==> src/rtl/mult_div_unit.sv <==
// ---------------------------------------------------------------------------
// mult_div_unit
//
// Iterative signed multiplier / divider feeding the HI/LO registers.
// Radix-2 shift-add multiply and restoring divide, one iteration per clock.
// Control stalls on busy_o and picks the result up on the done_o pulse.
//
// Operands are reduced to unsigned magnitudes when the operation is
// accepted. The sign of the result is restored in a single FIX cycle at the
// end of the operation.
//
// Timing: a start sampled at edge k gives done_o and valid hi_o/lo_o after
// edge k+WIDTH+2. A divide by zero gives done_o after edge k+1. In that case
// hi_o/lo_o are left unchanged and div_zero_o is raised.
//
// Build option:
//   MDU_UNSIGNED_EN - adds is_unsigned_i. When it is high at start, the
//                     operands are treated as unsigned (MULTU/DIVU) and the
//                     sign fix-up is skipped. The latency is the same.
//
// Ports:
//   clock_i        clock, rising edge
//   reset_ni       asynchronous reset, active low; aborts any operation
//   start_mult_i   one-cycle request: signed multiply a*b
//   start_div_i    one-cycle request: signed divide a/b
//   is_unsigned_i  (MDU_UNSIGNED_EN only) treat operands as unsigned
//   a_i, b_i       operands, sampled with the start request
//   busy_o         operation in progress
//   done_o         one-cycle pulse when the result is final
//   div_zero_o     last divide had b==0; held until the next accepted start
//   hi_o           product[2W-1:W] / remainder
//   lo_o           product[W-1:0]  / quotient
// ---------------------------------------------------------------------------
module mult_div_unit #(
  parameter int WIDTH = 32,
  parameter int CNT_W = 6
) (
  input  logic             clock_i,
  input  logic             reset_ni,
  input  logic             start_mult_i,
  input  logic             start_div_i,
`ifdef MDU_UNSIGNED_EN
  input  logic             is_unsigned_i,
`endif
  input  logic [WIDTH-1:0] a_i,
  input  logic [WIDTH-1:0] b_i,
  output logic             busy_o,
  output logic             done_o,
  output logic             div_zero_o,
  output logic [WIDTH-1:0] hi_o,
  output logic [WIDTH-1:0] lo_o
);

  localparam logic [1:0] S_IDLE = 2'd0;
  localparam logic [1:0] S_RUN  = 2'd1;
  localparam logic [1:0] S_FIX  = 2'd2;
  localparam logic [1:0] S_DONE = 2'd3;

  localparam logic [CNT_W-1:0] CNT_INIT = CNT_W'(WIDTH);

  logic [1:0]         state_q, state_d;
  logic [CNT_W-1:0]   cnt_q, cnt_d;
  logic               op_div_q, op_div_d;
  logic               neg_q, neg_d;     // negate product / quotient
  logic               rneg_q, rneg_d;   // negate remainder (dividend sign)
  logic               dz_q, dz_d;
  logic [WIDTH-1:0]   opnd_q, opnd_d;   // multiplicand (mult) or divisor (div)
  logic [2*WIDTH-1:0] acc_q, acc_d;     // {partial/remainder, multiplier/quotient}
  logic [WIDTH-1:0]   hi_q, hi_d;
  logic [WIDTH-1:0]   lo_q, lo_d;

  // -------------------------------------------------------------------------
  // Operand conditioning
  // -------------------------------------------------------------------------
  logic             uns;
  logic             sa, sb;
  logic [WIDTH-1:0] mag_a, mag_b;
  logic             start_one;

`ifdef MDU_UNSIGNED_EN
  assign uns = is_unsigned_i;
`else
  assign uns = 1'b0;
`endif

  assign sa        = a_i[WIDTH-1] & ~uns;
  assign sb        = b_i[WIDTH-1] & ~uns;
  // The magnitude of the most negative value is still exact as an unsigned number.
  assign mag_a     = sa ? -a_i : a_i;
  assign mag_b     = sb ? -b_i : b_i;
  assign start_one = start_mult_i ^ start_div_i;

  // -------------------------------------------------------------------------
  // Datapath for one iteration
  // -------------------------------------------------------------------------
  logic [WIDTH:0]     mul_sum;
  logic [2*WIDTH:0]   div_sh;
  logic               div_ge;
  logic [WIDTH-1:0]   div_trial;
  logic [2*WIDTH-1:0] prod_fix;
  logic [WIDTH-1:0]   quo_fix, rem_fix;
  logic               div_by_zero;

  // Multiply: conditionally add the multiplicand to the upper half, then
  // shift the whole accumulator right. The carry enters at the top.
  assign mul_sum   = {1'b0, acc_q[2*WIDTH-1:WIDTH]} + {1'b0, opnd_q};

  // Divide: shift {rem, quo} left. The shifted remainder needs WIDTH+1 bits
  // because the divisor may be as large as 2^(WIDTH-1).
  assign div_sh    = {acc_q, 1'b0};
  assign div_ge    = div_sh[2*WIDTH:WIDTH] >= {1'b0, opnd_q};
  // When div_ge is set the difference is below the divisor, so WIDTH bits are enough.
  assign div_trial = div_sh[2*WIDTH-1:WIDTH] - opnd_q;

  assign prod_fix    = neg_q  ? -acc_q : acc_q;
  assign quo_fix     = neg_q  ? -acc_q[WIDTH-1:0] : acc_q[WIDTH-1:0];
  assign rem_fix     = rneg_q ? -acc_q[2*WIDTH-1:WIDTH] : acc_q[2*WIDTH-1:WIDTH];
  assign div_by_zero = op_div_q && (opnd_q == '0);

  // -------------------------------------------------------------------------
  // Next-state logic
  // -------------------------------------------------------------------------
  always_comb begin
    state_d  = state_q;
    cnt_d    = cnt_q;
    op_div_d = op_div_q;
    neg_d    = neg_q;
    rneg_d   = rneg_q;
    dz_d     = dz_q;
    opnd_d   = opnd_q;
    acc_d    = acc_q;
    hi_d     = hi_q;
    lo_d     = lo_q;

    case (state_q)
      S_IDLE: begin
        // Two simultaneous start requests are illegal and are dropped.
        if (start_one) begin
          op_div_d = start_div_i;
          neg_d    = sa ^ sb;
          rneg_d   = sa;
          dz_d     = 1'b0;
          opnd_d   = start_div_i ? mag_b : mag_a;
          acc_d    = {{WIDTH{1'b0}}, (start_div_i ? mag_a : mag_b)};
          cnt_d    = CNT_INIT;
          // For a divide by zero, skip the iterations. FIX then sees a zero
          // divisor and leaves hi/lo as they are.
          state_d  = (start_div_i && (b_i == '0)) ? S_FIX : S_RUN;
        end
      end

      S_RUN: begin
        if (cnt_q == '0) begin
          state_d = S_FIX;
        end else begin
          cnt_d = cnt_q - 1'b1;
          if (!op_div_q) begin
            if (acc_q[0]) acc_d = {mul_sum, acc_q[WIDTH-1:1]};
            else          acc_d = {1'b0, acc_q[2*WIDTH-1:1]};
          end else begin
            if (div_ge) acc_d = {div_trial, acc_q[WIDTH-2:0], 1'b1};
            else        acc_d = div_sh[2*WIDTH-1:0];
          end
        end
      end

      S_FIX: begin
        state_d = S_DONE;
        if (div_by_zero) begin
          dz_d = 1'b1;
        end else if (!op_div_q) begin
          hi_d = prod_fix[2*WIDTH-1:WIDTH];
          lo_d = prod_fix[WIDTH-1:0];
        end else begin
          hi_d = rem_fix;
          lo_d = quo_fix;
        end
      end

      // A start request that arrives in this cycle is not accepted.
      S_DONE: state_d = S_IDLE;

      default: state_d = S_IDLE;
    endcase
  end

  always_ff @(posedge clock_i or negedge reset_ni) begin
    if (!reset_ni) begin
      state_q  <= S_IDLE;
      cnt_q    <= '0;
      op_div_q <= 1'b0;
      neg_q    <= 1'b0;
      rneg_q   <= 1'b0;
      dz_q     <= 1'b0;
      opnd_q   <= '0;
      acc_q    <= '0;
      hi_q     <= '0;
      lo_q     <= '0;
    end else begin
      state_q  <= state_d;
      cnt_q    <= cnt_d;
      op_div_q <= op_div_d;
      neg_q    <= neg_d;
      rneg_q   <= rneg_d;
      dz_q     <= dz_d;
      opnd_q   <= opnd_d;
      acc_q    <= acc_d;
      hi_q     <= hi_d;
      lo_q     <= lo_d;
    end
  end

  assign busy_o     = (state_q == S_RUN) || (state_q == S_FIX);
  assign done_o     = (state_q == S_DONE);
  assign div_zero_o = dz_q;
  assign hi_o       = hi_q;
  assign lo_o       = lo_q;

endmodule

==> config.mk <==
export PLATFORM = sky130hd
export DESIGN_NAME = mult_div_unit
export DESIGN_NICKNAME = d
export VERILOG_FILES = /design/src/rtl/mult_div_unit.sv
export SDC_FILE = /design/constraint.sdc
export NUM_CORES = 1
export LEC_CHECK = 0
export ABC_AREA = 1
export BUFFER_PORTS_ARGS = -buffer_cell sky130_fd_sc_hd__buf_4
export CAP_MARGIN = 20
export CELL_PAD_IN_SITES_DETAIL_PLACEMENT = 1
export CELL_PAD_IN_SITES_GLOBAL_PLACEMENT = 1
export CORE_MARGIN = 1
export CORE_UTILIZATION = 45
export CTS_BUF_LIST = sky130_fd_sc_hd__clkbuf_8 sky130_fd_sc_hd__clkbuf_16
export CTS_CLUSTER_DIAMETER = 80
export DETAILED_ROUTE_END_ITERATION = 7
export PLACE_DENSITY_LB_ADDON = 0.1
export SYNTH_ARGS = -nofsm -noshare
export SYNTH_HDL_FRONTEND = slang
export SYNTH_SLANG_ARGS = --single-unit
==> constraint.sdc <==
create_clock -name clock_i -period 5.3 [get_ports clock_i]
set_input_delay 0.795 -clock clock_i [delete_from_list [all_inputs] [get_ports clock_i]]
set_output_delay 0.795 -clock clock_i [all_outputs]
set_load 0.05 [all_outputs]
==> metrics.csv <==
stage,metric,value,unit
layout,final_cell_mix,"979 x nand2_1, 385 x inv_1, 347 x nor2_1",
cts,clock_sinks,172,
timing,fin_setup_tns,0,ns
layout,design_area,20210,sq um
power_and_ir_drop,pwr-share-seq,19.2,%
cts,htreeDepth,4,
global_route,grt-busiest-layer,met2,
timing,setup_viol_count_final,0,
yosys,syn_avg_cell_area,5.902,sq um
cts,cts_tree,yes,
placement,gp_congestion,1.037,
timing,maxSlewViolCount,0,
die,boundaryPins,135,
layout,area_growth,10.80,%
routing,viasPerCell,6.031,
yosys,syn_nets,3236,
power_and_ir_drop,p_comb_share,72.3,%
die,dieHeight,203.3,um
cts,numCtsBuffers,17,
flow_run,cap_violations,0,
critical_path,critPathBufInv,0,
yosys,netlist_instances,3091,
critical_path,critical_path_class,flip-flop to flip-flop,
die,core,39820,sq um
global_route,met1_usage,54.11,%
yosys,async_flop_share,100.0,%
cts,post_cts_buffers,0,
power_and_ir_drop,irDropWorstVdd,0.2709,mV
timing,skew,0.01762,ns
global_route,met3_usage,7.111,%
timing,max_freq,0.3121,GHz
global_route,use_met2,65.57,%
routing,vias,22300,
routing,wire_per_inst,23.24,um
power_and_ir_drop,p_per_area,775.0,nW/um^2
power_and_ir_drop,power.switching,0.009837,W
global_route,grt_pass1_vias,21910,
power_and_ir_drop,p_int,0.005829,W
routing,firstDrtPassIters,5,
layout,diodes,0,
critical_path,slowest_delay,0.77,ns
cts,clock-root-buffer,clkbuf_16,
critical_path,path_cells,ha_1 > nand2_1 > nor2_2 > nand3_1 > nor2_1 > nand2_1 > nand2_2 > nor2_4 > nand2_8 > nor2_4 > nand2_1 > nand3_1 > nand2_1,
status,status,completed,
critical_path,startpoint_type,flip-flop,
routing,antenna_left,0,
power_and_ir_drop,p_clk_share,8.5,%
die,num_rows,73,
power_and_ir_drop,p_sw_share,62.79,%
cts,clock_path_buffers,2,
yosys,synth_top_area_share,23.59,%
global_route,grt_overflow_total,0,
timing,min_period_over_period,60.46,%
yosys,synth_top_cell_by_area,dfrtp_1,
timing,rsz0062_at_grt,false,
critical_path,crit_required,5.64,ns
yosys,synth_edf_count,0,
critical_path,worstSetupEndpointType,flip-flop,
yosys,yosys_warnings,0,
power_and_ir_drop,leakage,10.49,nW
yosys,netlist_top_cells_area,"dfrtp_1 24%, nand2_1 20%, nand3_1 8.0%, inv_1 7.9%, nor2_1 7.1%",
cts,cts_resized,0,
global_route,grt_start_max_net_pins,104,
die,initial_core_util,45.81,%
layout,final_common_cell,nand2_1,
die,die_w,203.3,um
global_route,antenna_found_initial,0,
global_route,grt_pass1_wl,129700,um
die,dieArea,41350,sq um
layout,nNetsFinal,3304,
critical_path,crit_family,simple AND/OR/NAND/NOR gates,
cts,clk_pin_slew_worst_paths,0.08,ns
yosys,synth.distinct_cells,50,
critical_path,cp_common_cell,nand2_1,
timing,finalHoldViolations,0,
critical_path,path_max_fanout,42,
routing,drtIter0Drc,1997,
yosys,synth_area,18240,sq um
worst_hold_path,hp-class,input pin to asynchronous set/reset pin,
routing,routed_wl,85920,um
layout,n_fill_cell,5699,
routing,drc_errors,0,
timing,worst_pin_slew,1.055,ns
yosys,ys_ff_latch,172,
cts,clk_latency,0.46,ns
critical_path,critPathSlowestCell,dfrtp_1,
placement,hpwl,69130,um
global_route,track_usage,41.19,%
timing,slew_headroom,29.25,%
timing,finalCriticalPeriod,3.205,ns
layout,final_layout_size_suffix_gt1_share,8.512,%
critical_path,cp.arrival,3.55,ns
timing,worst_hold_slack,0.3554,ns
cts,hold_buffers,0,
yosys,ys_seq_area_share,23.59,%
placement,io_buffers,134,
placement,dpl_cell_area,19600,sq um
yosys,synthFlopType,dfrtp_1,
[worst register-to-register path, stage by stage (launching register included)]
cell and delay [ns]:
dfrtp_1 0.77, ha_1 0.45, nand2_1 0.16, nor2_2 0.10
nand3_1 0.19, nor2_1 0.08, nand2_1 0.08, nand2_2 0.06
nor2_4 0.18, nand2_8 0.23, nor2_4 0.35, nand2_1 0.24
nand3_1 0.14, nand2_1 0.07
[power by group through the flow]
| stage | clock, W | combinational, W | sequential (W) |
|---|---|---|---|
| final | 0.00133 | 0.0113 | 0.00300 |
| after global routing | 0.00137 | 0.0122 | 0.00302 |
| after CTS | 0.00133 | 0.0110 | 0.00293 |
| after detailed placement | 0 | 0.0109 | 0.00295 |
| after global placement | 0 | 0.0105 | 0.00291 |
| after floorplan | 0 | 0.00690 | 0.00323 |
[cell usage after synthesis, types with 12 or more instances]
cell        n
nand3_1   293
dfrtp_1   172
ha_1       75
a22oi_1    17
xnor2_1    16
clkbuf_1   51
nor2_2     14
or2_2      14
inv_2      15
o21ai_0   154
nand2_2    16
o211ai_1   37
nand4_1    37
nor3_1     32
o21bai_1   16
nand3b_1   21
inv_1     385
xor2_1     77
buf_1      12
a21oi_1   175
nand2_1   980
nor2_1    347
buf_2      33
o21ai_1    25
[metal layers]
metal	up-vias	wire [um]
li1	10070	-
met1	10940	35950
met2	1050	38490
met3	237	7006
met4	0	4472
met5	-	0
[state kept, by name, summed over array words and instances (netlist names)]
name        flops
acc_q          64
cnt_q           6
div_zero_o      1
hi_o           32
lo_o           32
neg_q           1
op_div_q        1
opnd_q         32
rneg_q          1
state_q         2
[through the flow]
stage          utilization (%)  std cells  power [W]  worst slack (ns)
4_1_cts                  50.76       3697    0.01527             2.200
3_3_place_gp             49.22       3665    0.01338             1.847
5_1_grt                  50.76       3697    0.01659             1.998
3_5_place_dp             49.22       3665    0.01383             1.795
6_report                 50.76       3697    0.01567             2.095
2_1_floorplan                -       3091    0.01013             2.996
[final timing paths]
kind / start / end / slack (ns) / depth (start not counted)
min reg2reg: lo_o[8]$_DFFE_PN0P_ / lo_o[8]$_DFFE_PN0P_ / 0.49 / 2
max: acc_q[55]$_DFFE_PN0P_ / acc_q[51]$_DFFE_PN0P_ / 2.10 / 13
min in group clock_i: lo_o[8]$_DFFE_PN0P_ / lo_o[8]$_DFFE_PN0P_ / 0.49 / 2
max in group asynchronous: reset_ni / op_div_q$_DFFE_PN0P_ / 3.89 / 2
min: reset_ni / hi_o[31]$_DFFE_PN0P_ / 0.36 / 1
max reg2reg: acc_q[55]$_DFFE_PN0P_ / acc_q[51]$_DFFE_PN0P_ / 2.10 / 13
[area by class of cell]
type | count | area, sq um | share of cell area, %
inverters | 404 | 1519 | 7.515
flip-flops and latches | 172 | 4308 | 21.31
multi-input cells | 2415 | 11980 | 59.29
clock buffers | 18 | 439.2 | 2.173
well taps | 525 | 656.9 | 3.250
clock inverters | 14 | 171.4 | 0.8480
repair buffers | 149 | 1135 | 5.614
[logic make-up (layout without fill, tap and decap cells)]
| family | count (synthesis) | count (layout) | synth area share [%] |
|---|---|---|---|
| AND/OR/NAND/NOR | 1783 | 1783 | 41.56 |
| buffers and inverters | 504 | 585 | 10.75 |
| AO/OA/AOI/OAI | 462 | 462 | 14.26 |
| flip-flops | 172 | 172 | 23.59 |
| XOR/XNOR | 93 | 93 | 4.465 |
| adder cells (fa/ha/maj) | 77 | 77 | 5.364 |
Note: power is estimated with default switching activity, not from simulation.
